`src/rtl/fp_sort_pkg.sv`:
```
// Shared definitions for the float quicksort blocks: default key geometry,
// partition FSM state encoding and strobe-decode helpers.
package fp_sort_pkg;

  localparam int unsigned N_DEF  = 23;
  localparam int unsigned M_DEF  = 8;
  localparam int unsigned L_DEF  = N_DEF + M_DEF + 1;
  localparam int unsigned AW_DEF = 8;

  localparam logic [L_DEF-1:0] POS_ZERO = 32'h0000_0000;

  typedef enum logic [3:0] {
    IDLE = 4'd0,
    RDP  = 4'd1,
    WP   = 4'd2,
    RDJ  = 4'd3,
    WJ   = 4'd4,
    RDS  = 4'd5,
    WS   = 4'd6,
    WRS  = 4'd7,
    WRJ  = 4'd8,
    RDF  = 4'd9,
    WF   = 4'd10,
    WRF1 = 4'd11,
    WRF2 = 4'd12,
    DONE = 4'd13
  } state_e;

  function automatic logic is_read_state(input state_e st);
    return (st == RDP) || (st == RDJ) || (st == RDS) || (st == RDF);
  endfunction

  function automatic logic is_write_state(input state_e st);
    return (st == WRS) || (st == WRJ) || (st == WRF1) || (st == WRF2);
  endfunction

endpackage

```
`src/rtl/Agrt.sv`:
```
// Float greater-than comparator: agrt = (inp1 > inp2) under sign-magnitude
// ordering, so -0 < +0 and NaN patterns simply order by their bits.
module Agrt #(
  parameter int N = 23,
  parameter int M = 8
) (
  input  logic [N+M:0] inp1,
  input  logic [N+M:0] inp2,
  output logic         agrt
);

  // Sign decides first; among negatives a larger magnitude is the smaller value.
  always_comb begin
    if (inp1[N+M] != inp2[N+M]) begin
      agrt = ~inp1[N+M];
    end else if (inp1[N+M] == 1'b0) begin
      agrt = (inp1[N+M-1:0] > inp2[N+M-1:0]);
    end else begin
      agrt = (inp1[N+M-1:0] < inp2[N+M-1:0]);
    end
  end

endmodule

```
`src/rtl/fp_partition.sv`:
```
// One Lomuto partition of mem[lo..hi] around pivot mem[hi] over a single-port
// synchronous RAM; reports the pivot's final index with a done pulse.
module fp_partition
  import fp_sort_pkg::*;
#(
  parameter int N  = N_DEF,
  parameter int M  = M_DEF,
  parameter int L  = N + M + 1,
  parameter int AW = AW_DEF
) (
  input  logic          clk,
  input  logic          rst_n,
  input  logic          start,
  input  logic [AW-1:0] lo,
  input  logic [AW-1:0] hi,
  output logic          busy,
  output logic          done,
  output logic [AW-1:0] p_idx,
  output logic [AW-1:0] mem_addr,
  output logic          mem_re,
  output logic          mem_we,
  output logic [L-1:0]  mem_wdata,
  input  logic [L-1:0]  mem_rdata
);

  localparam logic [AW-1:0] ONE = AW'(1);

  state_e        state_q, state_d;
  logic [AW-1:0] lo_q, lo_d, hi_q, hi_d, j_q, j_d, s_q, s_d, p_idx_q, p_idx_d;
  logic [L-1:0]  pivot_q, pivot_d, a_j_q, a_j_d, a_s_q, a_s_d;
  logic          busy_q, busy_d, done_q, done_d, re_q, re_d, we_q, we_d;
  logic [AW-1:0] addr_q, addr_d;
  logic [L-1:0]  wdata_q, wdata_d;
  logic [L-1:0]  cmp_in1;
  logic          agrt;

  // The key under test arrives on mem_rdata in WJ, before a_j is loaded.
  assign cmp_in1 = (state_q == WJ) ? mem_rdata : a_j_q;

  Agrt #(.N(N), .M(M)) u_agrt (
    .inp1(cmp_in1),
    .inp2(pivot_q),
    .agrt(agrt)
  );

  function automatic state_e adv_state(input logic [AW-1:0] j_nxt,
                                       input logic [AW-1:0] s_nxt,
                                       input logic [AW-1:0] hi_v);
    return (j_nxt != hi_v) ? RDJ : ((s_nxt == hi_v) ? DONE : RDF);
  endfunction

  // Partition sequencing and datapath register updates.
  always_comb begin
    state_d = state_q;
    lo_d    = lo_q;
    hi_d    = hi_q;
    j_d     = j_q;
    s_d     = s_q;
    p_idx_d = p_idx_q;
    pivot_d = pivot_q;
    a_j_d   = a_j_q;
    a_s_d   = a_s_q;
    case (state_q)
      IDLE: begin
        if (start && (lo < hi)) begin
          lo_d    = lo;
          hi_d    = hi;
          state_d = RDP;
        end else if (start) begin
          p_idx_d = lo;
          state_d = DONE;
        end else begin
          state_d = IDLE;
        end
      end
      RDP: state_d = WP;
      WP: begin
        pivot_d = mem_rdata;
        s_d     = lo_q;
        j_d     = lo_q;
        state_d = RDJ;
      end
      RDJ: state_d = WJ;
      WJ: begin
        a_j_d = mem_rdata;
        if (!agrt && (s_q != j_q)) begin
          state_d = RDS;
        end else begin
          s_d     = agrt ? s_q : s_q + ONE;
          j_d     = j_q + ONE;
          state_d = adv_state(j_d, s_d, hi_q);
          p_idx_d = (state_d == DONE) ? s_d : p_idx_q;
        end
      end
      RDS: state_d = WS;
      WS: begin
        a_s_d   = mem_rdata;
        state_d = WRS;
      end
      WRS: state_d = WRJ;
      WRJ: begin
        s_d     = s_q + ONE;
        j_d     = j_q + ONE;
        state_d = adv_state(j_d, s_d, hi_q);
        p_idx_d = (state_d == DONE) ? s_d : p_idx_q;
      end
      RDF: state_d = WF;
      WF: begin
        a_s_d   = mem_rdata;
        state_d = WRF1;
      end
      WRF1: state_d = WRF2;
      WRF2: begin
        p_idx_d = s_q;
        state_d = DONE;
      end
      DONE:    state_d = IDLE;
      default: state_d = IDLE;
    endcase
  end

  // Outputs are decoded from the next state so they register in step with it.
  always_comb begin
    busy_d  = (state_d != IDLE);
    done_d  = (state_d == DONE);
    re_d    = is_read_state(state_d);
    we_d    = is_write_state(state_d);
    addr_d  = '0;
    wdata_d = L'(POS_ZERO);
    case (state_d)
      RDP:  addr_d = hi_d;
      RDJ:  addr_d = j_d;
      RDS:  addr_d = s_d;
      RDF:  addr_d = s_d;
      WRS: begin
        addr_d  = s_d;
        wdata_d = a_j_d;
      end
      WRJ: begin
        addr_d  = j_d;
        wdata_d = a_s_d;
      end
      WRF1: begin
        addr_d  = s_d;
        wdata_d = pivot_d;
      end
      WRF2: begin
        addr_d  = hi_d;
        wdata_d = a_s_d;
      end
      default: addr_d = '0;
    endcase
  end

  // State, datapath and output registers with synchronous reset.
  always_ff @(posedge clk) begin
    if (!rst_n) begin
      state_q <= IDLE;
      lo_q    <= '0;
      hi_q    <= '0;
      j_q     <= '0;
      s_q     <= '0;
      p_idx_q <= '0;
      pivot_q <= '0;
      a_j_q   <= '0;
      a_s_q   <= '0;
      busy_q  <= 1'b0;
      done_q  <= 1'b0;
      re_q    <= 1'b0;
      we_q    <= 1'b0;
      addr_q  <= '0;
      wdata_q <= '0;
    end else begin
      state_q <= state_d;
      lo_q    <= lo_d;
      hi_q    <= hi_d;
      j_q     <= j_d;
      s_q     <= s_d;
      p_idx_q <= p_idx_d;
      pivot_q <= pivot_d;
      a_j_q   <= a_j_d;
      a_s_q   <= a_s_d;
      busy_q  <= busy_d;
      done_q  <= done_d;
      re_q    <= re_d;
      we_q    <= we_d;
      addr_q  <= addr_d;
      wdata_q <= wdata_d;
    end
  end

  assign busy      = busy_q;
  assign done      = done_q;
  assign p_idx     = p_idx_q;
  assign mem_addr  = addr_q;
  assign mem_re    = re_q;
  assign mem_we    = we_q;
  assign mem_wdata = wdata_q;

endmodule
```
`config.mk`:
```
export PLATFORM = sky130hd
export DESIGN_NAME = fp_partition
export DESIGN_NICKNAME = d
export VERILOG_FILES = /design/src/rtl/fp_sort_pkg.sv /design/src/rtl/Agrt.sv /design/src/rtl/fp_partition.sv
export SDC_FILE = /design/constraint.sdc
export NUM_CORES = 1
export LEC_CHECK = 0
export CAP_MARGIN = 20
export CORE_MARGIN = 4
export CORE_UTILIZATION = 40
export DETAILED_ROUTE_END_ITERATION = 10
export HOLD_SLACK_MARGIN = 0.03
export SYNTH_ARGS = -nofsm -noshare
export SYNTH_HDL_FRONTEND = slang
export SYNTH_SLANG_ARGS = --single-unit
```
`constraint.sdc`:
```
create_clock -name clk -period 5.1 [get_ports clk]
set_input_delay 1.53 -clock clk [delete_from_list [all_inputs] [get_ports clk]]
set_output_delay 1.53 -clock clk [all_outputs]
set_load 0.01 [all_outputs]
```
==> metrics <==
status finished, final reports clean; post-route ant nets 0; first-pass GRT wire length 49,110 um; CTS tree done; WL final 30,630 um; max_cap viols 0; Finish-stage setup viols 0; post-CTS setup buffer count 0; # hold bufs at CTS 0; Min Clock Period, post-route 4.951 ns; post-synthesis async set-or-reset flop share 0; Worst-Skew Late Latency 0.44 ns; worst min-delay path class register to register; peak supply drop 288.7 uV; CTS Root Cell clkbuf_16; Clock Path Buffers 2; Syn Inst Count 1,304; Max-slew headroom 0.3089; most frequent cells in the layout nand2_1 (295), dfxtp_1 (183), clkdlybuf4s50_1 (101); synth unique cells 86; vias in the first global route 9,021; CP endpoint kind register; All-Layer GR Usage 0.2161; Pwr Total 7.081 mW; Syn. warnings 0; commonest non-fill, non-tap cell in the layout nand2_1; wire length per cell 17.50 um; Buffers on Ports 102; initial antenna violation count 0; Mean Syn Cell Area 7.796 um^2; First-pass DRT Iterations 5; Worst-Margin Slew 1.032 ns; layout cell share with drive strength beyond 1 0.1042; filler cell count 2,502; critical path fanouts, max 8; PostCTS Resize Cnt 0; TritonCTS buffer count 17; global placement routability congestion 0.9808; RSZ-0062 raised after global routing false; diodes inserted 0; Die X 167.4 um; Clock transition at path regs 0.07 ns; DP Area 11,840 um^2; required time worst endpoint 5.41 ns; DR vias 9,497; post-detail-place hpwl 21,010 um; Synth Flop Type dfxtp_1; Die Height 167.4 um; #FFs+latches synth 184; FF+latch area 3685 um^2; FMAX 202.0 MHz; Post-synth EDFFs 0; drt first-iter violations 669; Worst EP arrival 5.26 ns; clock skew 0.02115 ns; grt ovf 0; final worst-path cycle share 0.9708; Final #Nets 1,498; Leak 4.690 nW; Post-Synthesis Cell Area 10,170 um^2; DRC 0; Setup crit start kind primary input; Initial Util 0.4049; power per cell area 568.8 nW/um^2; routed vias/inst 5.427; Final Slew Violations 0; Layout area overhead 22.45%; Net Count, Synth 1,395; sequential-to-total area share from yosys stat 0.3623; H-tree depth 4; clock sinks 184; Design Area, Final 12,450 um^2; io pins 103; CORE AREA 25,110 um^2; Hold Vio Cnt, Final 0; Rows 58; area taken by multi-input logic gates 5993 um^2; critical path class primary input to register; die area 28,030 um^2; largest net degree at the start of global routing 82
-- metrics by stage --
stage / hold WS, ns / cells / util / TNS (ns) / worst slack (ns)
detailed placement: 0.4584 / 1718 / 0.4717 / -3.099 / -0.2733
finish: 0.4645 / 1750 / 0.4958 / 0 / 0.1488
global route: 0.4865 / 1750 / 0.4958 / 0 / 0.005925
floorplan: 0.4435 / 1304 / - / 0 / 0.6106
global placement: 0.4509 / 1718 / 0.4717 / -2.980 / -0.2693
CTS: 0.4685 / 1750 / 0.4944 / 0 / 0.1638
-- cell families (layout without fill, tap and decap cells) --
kind of cell             Yosys count  count (layout)  share of synthesized area
adder cells (fa/ha/maj)           41              41                    0.05022
multiplexers                      16              16                    0.01662
AND/OR/NAND/NOR                  563             563                     0.2577
XOR/XNOR                          38              38                    0.03409
flip-flops                       184             184                     0.3623
buffers and inverters            140             256                    0.05329
AO/OA/AOI/OAI                    322             322                     0.2257
-- area by class of cell --
class,count,share of cell area
Clock inverter,14,0.01136
Tap cell,330,0.03317
Inverter,46,0.01387
Multi-Input combinational cell,980,0.4815
Timing Repair Buffer,178,0.1297
Clock buffer,18,0.03448
Sequential cell,184,0.2960
-- per-layer routing --
metal | routed length (um) | track usage | share of wire | up-vias
met3 | 1548 | 0.03022 | 0.051 | 57
met2 | 14410 | 0.3684 | 0.47 | 291
li1 | - | - | - | 4693
met1 | 13920 | 0.2848 | 0.45 | 4456
met5 | 0 | 0 | 0 | -
met4 | 748 | 0.06634 | 0.024 | 0
-- path summary, 6_finish.rpt --
| check | cells past startpoint | slack (ns) | start | endpoint |
|---|---|---|---|---|
| setup / recovery | 16 | 0.15 | mem_rdata[15] | mem_addr[4]$_SDFF_PN0_ |
| hold / removal | 2 | 0.46 | a_s_q[24]$_SDFF_PN0_ | a_s_q[24]$_SDFF_PN0_ |
| setup reg to reg | 19 | 0.61 | state_q[0]$_SDFF_PN0_ | mem_addr[4]$_SDFF_PN0_ |
| hold reg to reg | 2 | 0.46 | a_s_q[24]$_SDFF_PN0_ | a_s_q[24]$_SDFF_PN0_ |
-- where the power goes --
group          switching [mW]  total (mW)  internal, mW
sequential              0.219        1.88          1.67
clock                   0.642        1.29         0.646
combinational            2.28        3.91          1.63
-- state kept, by name (all words and copies together) (netlist names) --
signal	cells
a_j_q	32
a_s_q	32
mem_wdata	32
pivot_q	32
hi_q	8
j_q	8
lo_q	8
mem_addr	8
p_idx	8
s_q	8
state_q	4
busy	1
done	1
mem_re	1
mem_we	1
-- worst max-delay path, cell delays in order --
cell	delay [ns]
clkdlybuf4s50_1	0.48
nand2_1	0.09
nand2_1	0.07
ha_1	0.28
nand4_1	0.20
nor4_4	0.43
inv_2	0.08
a31oi_2	0.27
o22ai_4	0.16
o21ai_1	0.35
xnor2_1	0.22
nand2b_1	0.12
or4_4	0.52
a41oi_2	0.20
buf_4	0.19
a211oi_1	0.07
-- synthesized netlist by cell type (16+ instances only) --
| cell | number | share of area |
|---|---|---|
| nand2_1 | 295 | 0.11 |
| and2_1 | 47 | 0.029 |
| nor2_1 | 86 | 0.032 |
| nand3_1 | 18 | 0.0089 |
| a21oi_1 | 76 | 0.037 |
| inv_1 | 45 | 0.017 |
| nor2b_1 | 25 | 0.015 |
| dfxtp_1 | 184 | 0.36 |
| and3_1 | 16 | 0.0098 |
| xnor2_1 | 22 | 0.019 |
| a21boi_0 | 76 | 0.056 |
| o21ai_0 | 28 | 0.014 |
| a22oi_1 | 38 | 0.028 |
| clkbuf_1 | 69 | 0.025 |
| ha_1 | 40 | 0.049 |
No activity file was read; power rests on OpenSTA's default activity.
